`src/rtl/harness_pkg.sv`:
```
// harness_pkg: shared register map, FSM states and constants for the project switch sequencer
package harness_pkg;
   localparam logic [3:0] REG_SELECT = 4'h0;
   localparam logic [3:0] REG_OEB0   = 4'h4;
   localparam logic [3:0] REG_OEB1   = 4'h8;
   localparam logic [3:0] REG_HOLD   = 4'hC;
   localparam int STAT_ERR_RANGE = 31;
   localparam int STAT_ERR_BUSY  = 30;
   localparam int STAT_BUSY      = 29;
   localparam logic [7:0] HOLD_RESET = 8'd16;
   typedef enum logic [2:0] {IDLE, ISOLATE, HOLD, SWITCH, ENABLE} state_t;
endpackage

```
`src/rtl/project_switch_ctrl_if.sv`:
```
// project_switch_ctrl_if: Wishbone slave bus between harness master and the switch sequencer
// ports: stb/cyc/we/sel/adr/dat_i from master; ack/dat_o from slave
interface project_switch_ctrl_if;
   logic        wbs_stb_i;
   logic        wbs_cyc_i;
   logic        wbs_we_i;
   logic [3:0]  wbs_sel_i;
   logic [31:0] wbs_adr_i;
   logic [31:0] wbs_dat_i;
   logic        wbs_ack_o;
   logic [31:0] wbs_dat_o;
   modport master (output wbs_stb_i, wbs_cyc_i, wbs_we_i, wbs_sel_i, wbs_adr_i, wbs_dat_i,
                   input  wbs_ack_o, wbs_dat_o);
   modport slave  (input  wbs_stb_i, wbs_cyc_i, wbs_we_i, wbs_sel_i, wbs_adr_i, wbs_dat_i,
                   output wbs_ack_o, wbs_dat_o);
endinterface

```
`src/rtl/project_switch_regs.sv`:
```
// project_switch_regs: Wishbone decode, one-cycle ack, staged OEB/HOLD registers and error bits
// ports: wb (slave bus), busy/active_project (status in), staged_oeb/hold_cycles (staging out),
//        sel_req/sel_target (accepted switch request, combinational in the sampling cycle)
module project_switch_regs
   import harness_pkg::*;
#(
   parameter logic [31:0] BASE_ADDR    = 32'h3000_0000,
   parameter int          NUM_PROJECTS = 7,
   parameter int          IO_PADS      = 38
) (
   input  logic                   wb_clk_i,
   input  logic                   wb_rst_i,
   project_switch_ctrl_if.slave   wb,
   input  logic                   busy,
   input  logic [7:0]             active_project,
   output logic [IO_PADS-1:0]     staged_oeb,
   output logic [7:0]             hold_cycles,
   output logic                   sel_req,
   output logic [7:0]             sel_target
);
   localparam logic [7:0] NP = 8'(NUM_PROJECTS);
   logic        err_range, err_busy;
   logic        hit, acc, wr, wr_select;
   logic [3:0]  off;
   logic [31:0] rdata;
   assign off        = wb.wbs_adr_i[3:0];
   assign hit        = {wb.wbs_adr_i[31:4], wb.wbs_adr_i[1:0]} == {BASE_ADDR[31:4], 2'b00};
   assign acc        = wb.wbs_cyc_i & wb.wbs_stb_i & ~wb.wbs_ack_o & hit;
   assign wr         = acc & wb.wbs_we_i & (wb.wbs_sel_i == 4'hF);
   assign wr_select  = wr & (off == REG_SELECT);
   assign sel_target = wb.wbs_dat_i[7:0];
   assign sel_req    = wr_select & ~busy & (sel_target < NP);
   always_comb begin
      rdata = '0;
      if (off == REG_SELECT) begin
         rdata[7:0]            = active_project;
         rdata[STAT_BUSY]      = busy;
         rdata[STAT_ERR_BUSY]  = err_busy;
         rdata[STAT_ERR_RANGE] = err_range;
      end else
         rdata = off == REG_OEB0 ? staged_oeb[31:0] :
                 off == REG_OEB1 ? 32'(staged_oeb[IO_PADS-1:32]) : {24'b0, hold_cycles};
   end
   always_ff @(posedge wb_clk_i) begin
      if (wb_rst_i) begin
         wb.wbs_ack_o <= 1'b0;
         wb.wbs_dat_o <= '0;
         staged_oeb   <= '1;
         hold_cycles  <= HOLD_RESET;
         err_range    <= 1'b0;
         err_busy     <= 1'b0;
      end else begin
         wb.wbs_ack_o <= acc;
         wb.wbs_dat_o <= (acc & ~wb.wbs_we_i) ? rdata : '0;
         // every SELECT write clears both errors, then flags only the one that applies
         if (wr_select) begin
            err_range <= ~busy & (sel_target >= NP);
            err_busy  <= busy;
         end
         if (wr && off == REG_OEB0) staged_oeb[31:0] <= wb.wbs_dat_i;
         if (wr && off == REG_OEB1) staged_oeb[IO_PADS-1:32] <= wb.wbs_dat_i[IO_PADS-33:0];
         if (wr && off == REG_HOLD) hold_cycles <= wb.wbs_dat_i[7:0];
      end
   end
endmodule

```
`src/rtl/project_switch_ctrl.sv`:
```
// project_switch_ctrl: sequencer that isolates pads, holds resets, swaps project select, then re-enables pads
// ports: wb_clk_i/wb_rst_i (clock, sync active-high reset), wb (Wishbone slave),
//        active_project (pad mux select), io_oeb (active-low enables), project_rst (per-project reset), busy
module project_switch_ctrl
   import harness_pkg::*;
#(
   parameter logic [31:0] BASE_ADDR    = 32'h3000_0000,
   parameter int          NUM_PROJECTS = 7,
   parameter int          IO_PADS      = 38
) (
   input  logic                    wb_clk_i,
   input  logic                    wb_rst_i,
   project_switch_ctrl_if.slave    wb,
   output logic [7:0]              active_project,
   output logic [IO_PADS-1:0]      io_oeb,
   output logic [NUM_PROJECTS-1:0] project_rst,
   output logic                    busy
);
   state_t                  state, state_nx;
   logic [7:0]              target, target_nx, cnt, cnt_nx, ap_nx, hold_cycles, sel_target;
   logic [IO_PADS-1:0]      staged_oeb, oeb_nx;
   logic [NUM_PROJECTS-1:0] prst_nx;
   logic                    sel_req;
   assign busy = state != IDLE;
   project_switch_regs #(
      .BASE_ADDR(BASE_ADDR), .NUM_PROJECTS(NUM_PROJECTS), .IO_PADS(IO_PADS)
   ) u_regs (
      .wb_clk_i      (wb_clk_i),
      .wb_rst_i      (wb_rst_i),
      .wb            (wb),
      .busy          (busy),
      .active_project(active_project),
      .staged_oeb    (staged_oeb),
      .hold_cycles   (hold_cycles),
      .sel_req       (sel_req),
      .sel_target    (sel_target)
   );
   // reset lands in ISOLATE with target 0 so project 0 is released automatically
   always_ff @(posedge wb_clk_i) begin
      if (wb_rst_i) begin
         state          <= ISOLATE;
         target         <= '0;
         cnt            <= '0;
         active_project <= '0;
         io_oeb         <= '1;
         project_rst    <= '1;
      end else begin
         state          <= state_nx;
         target         <= target_nx;
         cnt            <= cnt_nx;
         active_project <= ap_nx;
         io_oeb         <= oeb_nx;
         project_rst    <= prst_nx;
      end
   end
   always_comb begin
      state_nx  = state;
      target_nx = target;
      cnt_nx    = cnt;
      ap_nx     = active_project;
      oeb_nx    = io_oeb;
      prst_nx   = project_rst;
      case (state)
         IDLE: if (sel_req) begin
            state_nx  = ISOLATE;
            target_nx = sel_target;
         end
         ISOLATE: begin
            oeb_nx   = '1;
            prst_nx  = '1;
            cnt_nx   = hold_cycles == 8'd0 ? 8'd1 : hold_cycles;
            state_nx = HOLD;
         end
         HOLD: begin
            cnt_nx   = cnt - 8'd1;
            state_nx = cnt <= 8'd1 ? SWITCH : HOLD;
         end
         SWITCH: begin
            ap_nx    = target;
            state_nx = ENABLE;
         end
         ENABLE: begin
            oeb_nx   = staged_oeb;
            prst_nx  = ~(NUM_PROJECTS'(1) << target);
            state_nx = IDLE;
         end
         default: state_nx = IDLE;
      endcase
   end
endmodule

```
`src/flat_wrapper.sv`:
```
// flat-port wrapper written by rule: the top's interface ports become plain ports
module project_switch_ctrl_flat import harness_pkg::*;
#(
   parameter logic [31:0] BASE_ADDR    = 32'h3000_0000,
   parameter int          NUM_PROJECTS = 7,
   parameter int          IO_PADS      = 38
)
  (wb_clk_i, wb_rst_i, active_project, io_oeb, project_rst, busy, wb_wbs_stb_i, wb_wbs_cyc_i, wb_wbs_we_i, wb_wbs_sel_i, wb_wbs_adr_i, wb_wbs_dat_i, wb_wbs_ack_o, wb_wbs_dat_o);
  project_switch_ctrl_if wb_i ();
  input  logic wb_clk_i;
  input  logic wb_rst_i;
  output logic [7:0] active_project;
  output logic [IO_PADS-1:0] io_oeb;
  output logic [NUM_PROJECTS-1:0] project_rst;
  output logic busy;
  input wire logic [$bits(wb_i.wbs_stb_i)-1:0] wb_wbs_stb_i;
  input wire logic [$bits(wb_i.wbs_cyc_i)-1:0] wb_wbs_cyc_i;
  input wire logic [$bits(wb_i.wbs_we_i)-1:0] wb_wbs_we_i;
  input wire logic [$bits(wb_i.wbs_sel_i)-1:0] wb_wbs_sel_i;
  input wire logic [$bits(wb_i.wbs_adr_i)-1:0] wb_wbs_adr_i;
  input wire logic [$bits(wb_i.wbs_dat_i)-1:0] wb_wbs_dat_i;
  output wire logic [$bits(wb_i.wbs_ack_o)-1:0] wb_wbs_ack_o;
  output wire logic [$bits(wb_i.wbs_dat_o)-1:0] wb_wbs_dat_o;
  assign wb_i.wbs_stb_i = wb_wbs_stb_i;
  assign wb_i.wbs_cyc_i = wb_wbs_cyc_i;
  assign wb_i.wbs_we_i = wb_wbs_we_i;
  assign wb_i.wbs_sel_i = wb_wbs_sel_i;
  assign wb_i.wbs_adr_i = wb_wbs_adr_i;
  assign wb_i.wbs_dat_i = wb_wbs_dat_i;
  assign wb_wbs_ack_o = wb_i.wbs_ack_o;
  assign wb_wbs_dat_o = wb_i.wbs_dat_o;
  project_switch_ctrl #(.BASE_ADDR(BASE_ADDR), .NUM_PROJECTS(NUM_PROJECTS), .IO_PADS(IO_PADS)) u_core (.wb_clk_i(wb_clk_i), .wb_rst_i(wb_rst_i), .wb(wb_i), .active_project(active_project), .io_oeb(io_oeb), .project_rst(project_rst), .busy(busy));
endmodule
```
`config.mk`:
```
export PLATFORM = sky130hd
export DESIGN_NAME = project_switch_ctrl_flat
export DESIGN_NICKNAME = d
export VERILOG_FILES = /design/src/rtl/harness_pkg.sv /design/src/rtl/project_switch_ctrl_if.sv /design/src/rtl/project_switch_regs.sv /design/src/rtl/project_switch_ctrl.sv /design/src/flat_wrapper.sv
export SDC_FILE = /design/constraint.sdc
export NUM_CORES = 1
export LEC_CHECK = 0
export BUFFER_PORTS_ARGS = -buffer_cell sky130_fd_sc_hd__clkbuf_2
export CORE_UTILIZATION = 53
export CTS_CLUSTER_DIAMETER = 120
export DETAILED_ROUTE_END_ITERATION = 10
export MAX_ROUTING_LAYER = met4
export PLACE_DENSITY = 0.84
export SLEW_MARGIN = 5
export SYNTH_ARGS = -nofsm -noshare
export SYNTH_HDL_FRONTEND = slang
export SYNTH_HIERARCHICAL = 1
export SYNTH_SLANG_ARGS = --single-unit
```
`constraint.sdc`:
```
create_clock -name wb_clk_i -period 2.3 [get_ports wb_clk_i]
set_clock_uncertainty 0.05 [all_clocks]
set_input_delay 0 -clock wb_clk_i [delete_from_list [all_inputs] [get_ports wb_clk_i]]
set_output_delay 0 -clock wb_clk_i [all_outputs]
set_load 0.005 [all_outputs]
```
==> flow_summary.toml <==
[run_status]
outcome = "complete, no violations"

[worst_setup_path]
ff2ff_path_depth = 6
path_class = "input port to flip-flop"
startpoint = "wb_wbs_adr_i[0]"
slowest_delay_ns = 0.56
critical_path_buf_inv_count = 4
cpMostUsedCell = "dlygate4sd3_1"
crit_required_ns = 2.61
path_max_fanout = 32
reg2reg_to = "u_core/u_regs/staged_oeb[9]"
r2r-start = "u_core/u_regs/wb.wbs_ack_o"
r2r_slack_ns = 0.12
crit_family = "buffers and inverters"
cp_slowest_cell = "dlygate4sd3_1"
arrival_ns = 2.54
start_kind = "input port"
path_cells = "dlygate4sd3_1 -> clkbuf_2 -> nor3_2 -> nand4_1 -> nor4_4 -> buf_12 -> mux2i_1 -> dlygate4sd3_1"
end_kind = "flip-flop"

[synthesis]
synth_edf_count = 0
ys_types = 61
synth_largest_area_cell = "dfxtp_1"
ys_warn_count = 6
ys_async_sr_fraction_pct = 0
synth_top_area_share_pct = 47.4
synthTopCellsByArea = "dfxtp_1, mux2i_1, nor2_1"
ys_ff_latch = 153
synthesis.nets = 751
ys_seq_area_share_pct = 47.4
synth_area_um2 = 6460
syn_area_per_cell_um2 = 9.56
synth_ff_type = "dfxtp_1"
synthCells = 676

[power]
switching_power_mw = 1.36
peakVddDrop_mv = 0.505
power_mw = 5.80
power.share.combinational_pct = 8.2
p_int_mw = 4.45
powerDensity_nw_per_um2 = 708
power.share.sequential_pct = 46.3
switching_share_pct = 23.4
clkPwrFrac_pct = 45.4
cellLeakagePower_nw = 3.42

[global_route]
grt_pass1_vias = 5397
grt_first_pass_wirelength_mm = 27.1
grt_overflow = 0
grt_start_max_net_pins = 108
antenna_found_initial = 0
grt_usage_pct = 28.6

[timing]
fin_setup_tns_ns = 0
hold_ws_ns = 0.0371
setup_viol_count_final = 0
hold_viol = 0
fin_crit_sh_pct = 96.9
drv_slew = 0
fin_crit_ns = 2.23
grt_setup_unrepaired = "no"
relSlewSlack_pct = 49.3
fmaxAchievable_mhz = 449
worst_pin_slew_ns = 0.754

[hold_path]
hold_path_startpoint = "wb_wbs_adr_i[1]"
hold_end = "u_core/u_regs/wb.wbs_dat_o[7]"
hold_path.class = "input port to flip-flop"
min_path_cells = 4

[drt]
routed_via_density = 5.67
routed_wl_mm = 17.0
drt_iter0_markers = 430
vias = 5711
ant_nets = 0
wire_per_inst_um = 16.9
drtPass1Iterations = 5
drc = 0

[placement]
gp_congestion = 0.915
post-dp-hpwl_mm = 11.0
dpl_cell_area_um2 = 7230
io_buffers = 159

[floorplan]
start_util_pct = 55.4
fp.coreArea_um2 = 11700
die_area_um2 = 12600
io_pins = 160
dieHeight_um = 112
dieWidth_um = 112
std_cell_rows = 39

[clock_network]
clock_path_buffers = 2
cts.sinks = 153
cts_tree = "done"
clk_latency_ns = 0.42
cts_setup_buffers = 0
cts_root_buf = "clkbuf_16"
htreeDepth = 4
cts_buffers = 17
clk_pin_slew_ns = 0.06

[finish]
final_cell_area_um2 = 8200
n_fill_cell = 876
drive_gt1_share_pct = 28.7
layout_commonest_cell = "clkbuf_2"
nets = 927
antenna_cells = 0
syn_to_final_growth_pct = 26.8
layout_common_cells = "clkbuf_2, dfxtp_1, nor2_1, mux2i_1, nand2_1"

[flow_run]
maxCapViolations = 0
## cell usage after synthesis, drive strengths merged (5+ instances only)
master / count
nand3: 10
a2111oi: 6
inv: 28
dfxtp: 153
nor2: 105
nor3: 32
nand2: 47
nand4: 5
nand2b: 40
a21oi: 20
and4: 7
clkbuf: 22
mux2i: 52
mux2: 11
a31oi: 5
buf: 31
o22ai: 44
nor4: 9
## power by group through the flow
stage               Combinational, mW  Sequential (mW)  Clock, mW
global route                    0.512             2.69       2.79
detailed placement              0.415             2.75          0
CTS                             0.469             2.69       2.65
global placement                0.412             2.75          0
floorplan                       0.306             2.74          0
finish                          0.477             2.69       2.64
## metal layers
| metal | track usage (%) | vias to the layer above | routed length (um) |
|---|---|---|---|
| met2 | 44.6 | 260 | 7850 |
| li1 | - | 2697 | - |
| met1 | 34.4 | 2697 | 7220 |
| met3 | 7.51 | 57 | 1260 |
| met5 | - | - | 0 |
| met4 | 13.7 | 0 | 645 |
## worst max path at each step
stage | to | slack, ns | cells past startpoint
final | u_core/u_regs/staged_oeb[9] | 0.07 | 8
after global routing | u_core/u_regs/staged_oeb[9] | 0.0009 | 8
after CTS | u_core/u_regs/staged_oeb[9] | 0.15 | 8
after detailed placement | u_core/target[5] | 0.24 | 7
after global placement | u_core/target[2] | 0.32 | 7
after floorplan | u_core/target[3] | 0.62 | 9
## cell type report
class                           count  area, um2  area share, %
Clock buffer                       21        470           5.74
Clock inverter                     10       93.8           1.14
Inverter                           29        109           1.33
Multi-Input combinational cell    441       2950           36.0
Sequential cell                   153       3060           37.4
Tap cell                          143        179           2.18
Timing Repair Buffer              210       1330           16.2
## sequential cells by signal, summed over array words and instances, names as in the netlist
register,count
u_core/u_regs/err_busy,1
u_core/project_rst,7
u_core/target,8
u_core/u_regs/staged_oeb,38
u_core/u_regs/wb.wbs_ack_o,1
u_core/active_project,8
u_core/u_regs/err_range,1
u_core/u_regs/hold_cycles,8
u_core/cnt,8
u_core/state,3
u_core/io_oeb,38
u_core/u_regs/wb.wbs_dat_o,32
## worst min-delay path, stage by stage
cell and delay, ns:
clkbuf_2 0.11, nor3_2 0.09, a22oi_1 0.16, nor3_1 0.08
## kinds of logic after synthesis
logic type	after synthesis	share of synthesized area, %
simple gates	281	24.1
flops	153	47.4
compound gates	95	11.1
buf+inv	82	7.06
mux	63	9.97
fa+ha+maj	2	0.387
## through the flow
stage,setup WS (ns),cells,util [%]
floorplan,0.623,676,-
global placement,0.317,936,62.0
detailed placement,0.238,936,62.0
CTS,0.150,1007,70.2
global route,0.000882,1007,70.3
finish,0.0709,1007,70.3
## repair_timing
item,CTS,global route
setup endpoints to repair,0,1
endpoints found under the hold margin,81,0
hold buffers,40,0
gates resized for setup,0,1
(Power assumes the default switching activity.)
